`config.mk`:
```
export PLATFORM = sky130hd
export DESIGN_NAME = obstacle_field_ctrl
export DESIGN_NICKNAME = d
export VERILOG_FILES = /design/src/rtl/obstacle_field_ctrl.sv
export SDC_FILE = /design/constraint.sdc
export NUM_CORES = 1
export LEC_CHECK = 0
export BUFFER_PORTS_ARGS = -buffer_cell sky130_fd_sc_hd__buf_2
export CAP_MARGIN = 20
export CORE_UTILIZATION = 50
export CTS_CLUSTER_SIZE = 20
export DETAILED_ROUTE_END_ITERATION = 8
export PLACE_DENSITY = 0.69
export SLEW_MARGIN = 20
export SYNTH_ARGS = -nofsm -noshare
export SYNTH_HDL_FRONTEND = slang
export SYNTH_SLANG_ARGS = --single-unit
export TNS_END_PERCENT = 100
```
`constraint.sdc`:
```
create_clock -name clk -period 8.4 [get_ports clk]
set_input_delay 2.1 -clock clk [delete_from_list [all_inputs] [get_ports clk]]
set_output_delay 2.1 -clock clk [all_outputs]
set_load 0.05 [all_outputs]
```
`src/rtl/obstacle_field_ctrl.sv`:
```
// Ball-and-obstacle game field controller: one motion and collision update per accepted video frame.
// Latency: collision / finish_line_reached pulse is registered exactly 6 cycles after the accepted frame_tick.
// Backpressure: none; frame_tick outside IDLE is dropped, HOLD waits for reset_player.
// Optional feature macro: OBS_SPAWN_GRACE_EN (ignore collisions for the first 32 frames after a spawn).
module obstacle_field_ctrl #(
    parameter int BALL_SIZE = 4,
    parameter int OBS_SIZE  = 8,
    parameter int FINISH_X  = 620,
    parameter int START_X   = 20,
    parameter int START_Y   = 240
) (
    input  logic        clk,
    input  logic        reset,
    input  logic        frame_tick,
    input  logic        move_up,
    input  logic        move_down,
    input  logic        move_right,
    input  logic [1:0]  speed,
    input  logic [1:0]  obstacle_count,
    input  logic        reset_player,
    output logic [9:0]  ball_x,
    output logic [9:0]  ball_y,
    output logic [29:0] obs_y,
    output logic [2:0]  obs_active,
    output logic        collision,
    output logic        finish_line_reached
);

    localparam logic [9:0] BALL_Y_MIN = 10'(BALL_SIZE);
    localparam logic [9:0] BALL_Y_MAX = 10'(479 - BALL_SIZE);
    localparam logic [9:0] BALL_X_MAX = 10'(639 - BALL_SIZE);
    localparam logic [9:0] OBS_Y_MIN  = 10'(OBS_SIZE);
    localparam logic [9:0] OBS_Y_MAX  = 10'(479 - OBS_SIZE);
    localparam logic [9:0] HIT_DIST   = 10'(BALL_SIZE + OBS_SIZE);
    localparam logic [9:0] FINISH_POS = 10'(FINISH_X);
    localparam logic [9:0] OBS0_X     = 10'(160 * 1);
    localparam logic [9:0] OBS1_X     = 10'(160 * 2);
    localparam logic [9:0] OBS2_X     = 10'(160 * 3);

    typedef enum logic [2:0] {
        IDLE,
        BALL_UPD,
        OBS_UPD,
        CHECK,
        REPORT,
        HOLD
    } state_t;

    state_t     state;
    state_t     state_nxt;

    logic [9:0] oy     [3];
    logic [9:0] oy_nxt [3];
    logic [2:0] od;            // bit i high: obstacle i moving down (increasing y)
    logic [2:0] od_nxt;
    logic [9:0] step;
    logic [9:0] ball_x_nxt;
    logic [9:0] ball_y_nxt;
    logic [2:0] act_q;         // active mask frozen at OBS_UPD for the CHECK pass
    logic [1:0] chk_cnt;
    logic [9:0] chk_x;
    logic [9:0] chk_y;
    logic       chk_act;
    logic [9:0] dx;
    logic [9:0] dy;
    logic       hit_now;
    logic       hit_flag;
    logic       hit_eff;
    logic       finish_now;
    logic       accept;
    logic       ball_en;
    logic       obs_en;
    logic       chk_en;
    logic       rep_en;

    assign obs_y      = {oy[2], oy[1], oy[0]};
    assign step       = {8'd0, speed};
    assign finish_now = (ball_x >= FINISH_POS);

    // Active-obstacle mask follows obstacle_count directly.
    always_comb begin
        obs_active = 3'b000;
        case (obstacle_count)
            2'd1:    obs_active = 3'b001;
            2'd2:    obs_active = 3'b011;
            2'd3:    obs_active = 3'b111;
            default: obs_active = 3'b000;
        endcase
    end

`ifdef OBS_SPAWN_GRACE_EN
    logic [5:0] grace_cnt;

    // Count accepted frames since (re)spawn; saturates at 33, the first frame allowed to collide.
    always_ff @(posedge clk) begin
        if (reset || reset_player) begin
            grace_cnt <= 6'd0;
        end else if (accept && (grace_cnt != 6'd33)) begin
            grace_cnt <= grace_cnt + 6'd1;
        end
    end

    assign hit_eff = hit_flag && (grace_cnt == 6'd33);
`else
    assign hit_eff = hit_flag;
`endif

    // State register; a respawn request returns to IDLE like a reset.
    always_ff @(posedge clk) begin
        if (reset || reset_player) begin
            state <= IDLE;
        end else begin
            state <= state_nxt;
        end
    end

    // Next-state and per-state update strobes.
    always_comb begin
        state_nxt = state;
        accept    = 1'b0;
        ball_en   = 1'b0;
        obs_en    = 1'b0;
        chk_en    = 1'b0;
        rep_en    = 1'b0;
        case (state)
            IDLE: begin
                if (frame_tick) begin
                    accept    = 1'b1;
                    state_nxt = BALL_UPD;
                end
            end
            BALL_UPD: begin
                ball_en   = 1'b1;
                state_nxt = OBS_UPD;
            end
            OBS_UPD: begin
                obs_en    = 1'b1;
                state_nxt = CHECK;
            end
            CHECK: begin
                chk_en = 1'b1;
                if (chk_cnt == 2'd2) begin
                    state_nxt = REPORT;
                end
            end
            REPORT: begin
                rep_en    = 1'b1;
                state_nxt = (hit_eff || finish_now) ? HOLD : IDLE;
            end
            HOLD: begin
                state_nxt = HOLD;
            end
            default: begin
                state_nxt = IDLE;
            end
        endcase
    end

    // Ball step with clamping; opposing vertical requests cancel.
    always_comb begin
        ball_y_nxt = ball_y;
        ball_x_nxt = ball_x;
        if (move_up && !move_down) begin
            ball_y_nxt = (ball_y < BALL_Y_MIN + 10'd2) ? BALL_Y_MIN : ball_y - 10'd2;
        end else if (move_down && !move_up) begin
            ball_y_nxt = (ball_y + 10'd2 > BALL_Y_MAX) ? BALL_Y_MAX : ball_y + 10'd2;
        end
        if (move_right) begin
            ball_x_nxt = (ball_x + 10'd2 > BALL_X_MAX) ? BALL_X_MAX : ball_x + 10'd2;
        end
    end

    // Obstacle vertical step; a step that would cross a bound clamps to it and bounces.
    always_comb begin
        for (int i = 0; i < 3; i++) begin
            oy_nxt[i] = oy[i];
            od_nxt[i] = od[i];
            if (obs_active[i]) begin
                if (od[i]) begin
                    if (oy[i] + step > OBS_Y_MAX) begin
                        oy_nxt[i] = OBS_Y_MAX;
                        od_nxt[i] = 1'b0;
                    end else begin
                        oy_nxt[i] = oy[i] + step;
                    end
                end else begin
                    if (oy[i] < OBS_Y_MIN + step) begin
                        oy_nxt[i] = OBS_Y_MIN;
                        od_nxt[i] = 1'b1;
                    end else begin
                        oy_nxt[i] = oy[i] - step;
                    end
                end
            end
        end
    end

    // Overlap test for the obstacle selected by the CHECK counter.
    always_comb begin
        chk_x   = OBS0_X;
        chk_y   = oy[0];
        chk_act = act_q[0];
        case (chk_cnt)
            2'd1: begin
                chk_x   = OBS1_X;
                chk_y   = oy[1];
                chk_act = act_q[1];
            end
            2'd2: begin
                chk_x   = OBS2_X;
                chk_y   = oy[2];
                chk_act = act_q[2];
            end
            default: begin
                chk_x   = OBS0_X;
                chk_y   = oy[0];
                chk_act = act_q[0];
            end
        endcase
        dx      = (ball_x >= chk_x) ? ball_x - chk_x : chk_x - ball_x;
        dy      = (ball_y >= chk_y) ? ball_y - chk_y : chk_y - ball_y;
        hit_now = chk_act && (dx < HIT_DIST) && (dy < HIT_DIST);
    end

    // Ball position register.
    always_ff @(posedge clk) begin
        if (reset || reset_player) begin
            ball_x <= 10'(START_X);
            ball_y <= 10'(START_Y);
        end else if (ball_en) begin
            ball_x <= ball_x_nxt;
            ball_y <= ball_y_nxt;
        end
    end

    // Obstacle positions, directions and the active mask used by CHECK.
    always_ff @(posedge clk) begin
        if (reset || reset_player) begin
            oy[0] <= 10'd120;
            oy[1] <= 10'd240;
            oy[2] <= 10'd360;
            od    <= 3'b101;
            act_q <= 3'b000;
        end else if (obs_en) begin
            oy[0] <= oy_nxt[0];
            oy[1] <= oy_nxt[1];
            oy[2] <= oy_nxt[2];
            od    <= od_nxt;
            act_q <= obs_active;
        end
    end

    // CHECK counter and sticky hit flag, both cleared at the start of every frame.
    always_ff @(posedge clk) begin
        if (reset || reset_player) begin
            chk_cnt  <= 2'd0;
            hit_flag <= 1'b0;
        end else if (accept) begin
            chk_cnt  <= 2'd0;
            hit_flag <= 1'b0;
        end else if (chk_en) begin
            chk_cnt  <= chk_cnt + 2'd1;
            hit_flag <= hit_flag | hit_now;
        end
    end

    // One-cycle event pulses; collision wins over finish, respawn suppresses both.
    always_ff @(posedge clk) begin
        if (reset || reset_player) begin
            collision           <= 1'b0;
            finish_line_reached <= 1'b0;
        end else begin
            collision           <= rep_en && hit_eff;
            finish_line_reached <= rep_en && !hit_eff && finish_now;
        end
    end

endmodule

```
==> qor.csv <==
stage,metric,value,unit
grt,grt_antenna_before_repair,0,
synth,synthesis.area,6280,um2
hold_path,min_from,act_q[1],
clock_tree,h-tree-depth,3,
synth,synth_edf_count,30,
place,gp_congestion,0.921,
route,first_pass_iters,5,
clock_tree,post_cts_buffers,0,
synth,synth_flop_cell,dfxtp_1,
route,wl_per_cell,17.2,um
sta,rsz0062_at_grt,false,
final_layout,nets,906,
clock_tree,cts_made_buffers,9,
critical_path,end_kind,output pin,
clock_tree,post_cts_resized,0,
power_and_ir_drop,power_density,123,nW/um2
final_layout,drive_above_1_share,0.115,
final_layout,antenna_cells,0,
die,ioPinCount,66,
final_layout,fillers,1168,
clock_tree,cts_hold_buf,0,
critical_path,critPathRequiredTime,6.30,ns
grt,first_global_vias,5647,
grt,grt_usage,0.274,
place,io_buffers,65,
synth,ys_ff_latch,64,
synth,async_flop_share,0,
hold_path,min_path_type,reg -> reg,
grt,grt_max_degree,27,
route,wl_met3,1.04,mm
die,die_w,114,um
critical_path,path_class,in -> out,
die,initial_core_util,0.519,
die,die_area,13000,um2
sta,max_freq,0.204,GHz
clock_tree,clock_sinks,64,
sta,tightestPinTransition,0.857,ns
final_layout,final_cell_mix,"nand2_1, nor2_1, inv_1, buf_2, a21oi_1",
synth,syn_nets,882,
die,num_rows,40,
route,drtIter0Drc,502,
route,drc,0,
place,dp_hpwl,12.8,mm
power_and_ir_drop,ir_drop,0.0891,mV
synth,syn_avg_cell_area,7.68,um2
clock_tree,cts_tree,yes,
grt,grt_pass1_wl,28.2,mm
sta,finalCritPeriodShare,0.584,
clock_tree,clk_pin_slew,0.06,ns
route,wl_met2,8.17,mm
synth,postSynthCellCount,818,
die,die_y,114,um
clock_tree,clock_path_buffers,2,
sta,tns,0,ns
clock_tree,clockRootBuffer,clkbuf_16,
power_and_ir_drop,power.total,0.851,mW
sta,slew-limit-headroom,0.414,
sta,period_needed,4.91,ns
status,outcome,completed,
power_and_ir_drop,p_int,0.615,mW
power_and_ir_drop,combPwrFrac,0.134,
sta,drv_slew,0,
final_layout,layout_commonest_cell,nand2_1,
final_layout,area_delta_synth_final,10.0,%
power_and_ir_drop,p_leak,2.70,nW
power_and_ir_drop,switchingPower,0.236,mW
synth,yosysSeqAreaShare,0.252,
power_and_ir_drop,seqPwrFrac,0.404,
sta,skew,0.00641,ns
synth,ys_types,71,
critical_path,path_max_fanout,5,
sta,setup_viol,0,
route,ant_nets,0,
grt,grt.overflow.total,0,
route,viasPerCell,6.05,
route,routed.top_layer,met4,
route,num_vias,6143,
route,wl_met1,7.73,mm
sta,hold_viol_final,0,
power_and_ir_drop,clockPowerShare,0.462,
clock_tree,worstSkewPairLatency,0.35,ns
synth,ys_warn_count,0,
route,wl,17.4,mm
critical_path,critPathLaunch,obstacle_count[1],
critical_path,worstReg2RegStart,chk_cnt[0],
power_and_ir_drop,switching_share,0.277,
critical_path,critPathLaunchType,primary input,
flow_run,drv_cap,0,
die,coreArea,12100,um2
critical_path,cp.arrival,2.81,ns
==> Yosys cell counts (all sizes together) (3+ instances only) <==
cell | n | share of area
a2111oi | 4 | 0.0056
a211oi | 9 | 0.011
a21o | 7 | 0.0084
a21oi | 66 | 0.054
a221oi | 4 | 0.0056
a22oi | 13 | 0.016
a311oi | 11 | 0.015
a31oi | 12 | 0.012
a41oi | 5 | 0.0070
and2 | 6 | 0.0060
and3 | 11 | 0.011
and4 | 3 | 0.0042
buf | 6 | 0.0068
clkbuf | 48 | 0.029
dfxtp | 34 | 0.11
edfxtp | 30 | 0.14
fa | 7 | 0.022
ha | 46 | 0.092
inv | 65 | 0.039
mux2i | 7 | 0.011
nand2 | 71 | 0.042
nand2b | 14 | 0.014
nand3 | 26 | 0.021
nand3b | 3 | 0.0036
nor2 | 69 | 0.041
nor2b | 7 | 0.0070
nor3 | 30 | 0.024
nor4 | 14 | 0.014
o2111ai | 3 | 0.0042
o211ai | 12 | 0.014
o21a | 3 | 0.0036
o21ai | 55 | 0.044
o221ai | 4 | 0.0056
o31a | 4 | 0.0056
o31ai | 6 | 0.0080
or2 | 4 | 0.0040
or3 | 4 | 0.0040
or4 | 7 | 0.0096
xnor2 | 36 | 0.050
xor2 | 18 | 0.025
==> power by group through the flow <==
| stage | sequential, mW | clock [mW] | combinational (mW) |
|---|---|---|---|
| floorplan | 0.359 | 0 | 0.0726 |
| global placement | 0.350 | 0 | 0.112 |
| detailed placement | 0.350 | 0 | 0.114 |
| CTS | 0.344 | 0.395 | 0.114 |
| global route | 0.345 | 0.408 | 0.125 |
| finish | 0.344 | 0.393 | 0.114 |
==> path summary, 6_finish.rpt <==
check             endpoint  cells after the start  slack (ns)
max          obs_active[0]                      3        3.49
min               act_q[1]                      2        0.46
max reg2reg        hit_eff                     12        4.34
min reg2reg       act_q[1]                      2        0.46
==> flip-flops by register name, summed over array words and instances, names as in the netlist, 2 cells and up <==
register  flops
oy           30
ball_x       10
ball_y       10
act_q         3
od            3
state         3
chk_cnt       2
==> metrics by stage <==
stage	utilization	worst slack, ns	hold slack (ns)	std cells	area [um2]
detailed placement	0.546	3.33	0.453	999	6610
CTS	0.570	3.50	0.460	1015	6910
global placement	0.546	3.50	0.445	999	6610
floorplan	-	3.74	0.423	818	6280
global route	0.571	3.40	0.496	1015	6910
finish	0.571	3.49	0.462	1015	6910
==> area by class of cell <==
class	instances	area [um2]	area share
clock inverter	1	30.0	0.00434
inverter	65	244	0.0353
sequential	64	1580	0.229
tap	168	210	0.0304
multi-input combinational	635	4240	0.613
timing repair buffer	67	340	0.0492
clock buffer	15	268	0.0387
==> cell families (layout without fill, tap and decap cells) <==
| family | Yosys count | in the layout | share of synthesized area |
|---|---|---|---|
| AOI/OAI and AO/OA | 241 | 241 | 0.253 |
| xor gates and xnor gates | 54 | 54 | 0.0753 |
| adders and majority gates | 53 | 53 | 0.114 |
| buffers and inverters | 119 | 148 | 0.0743 |
| DFF | 64 | 64 | 0.252 |
| muxes | 7 | 7 | 0.0112 |
| and+or+nand+nor | 280 | 280 | 0.220 |
==> metal layers <==
metal / vias up / global-route usage
met4: 0 / 0.127
met1: 2873 / 0.365
met2: 216 / 0.440
met3: 37 / 0.0397
li1: 3017 / -
met5: - / 0
==> critical path, cell delays in order <==
cell,delay [ns]
buf_2,0.13
or2_2,0.35
buf_2,0.23
(Power assumes the default switching activity.)
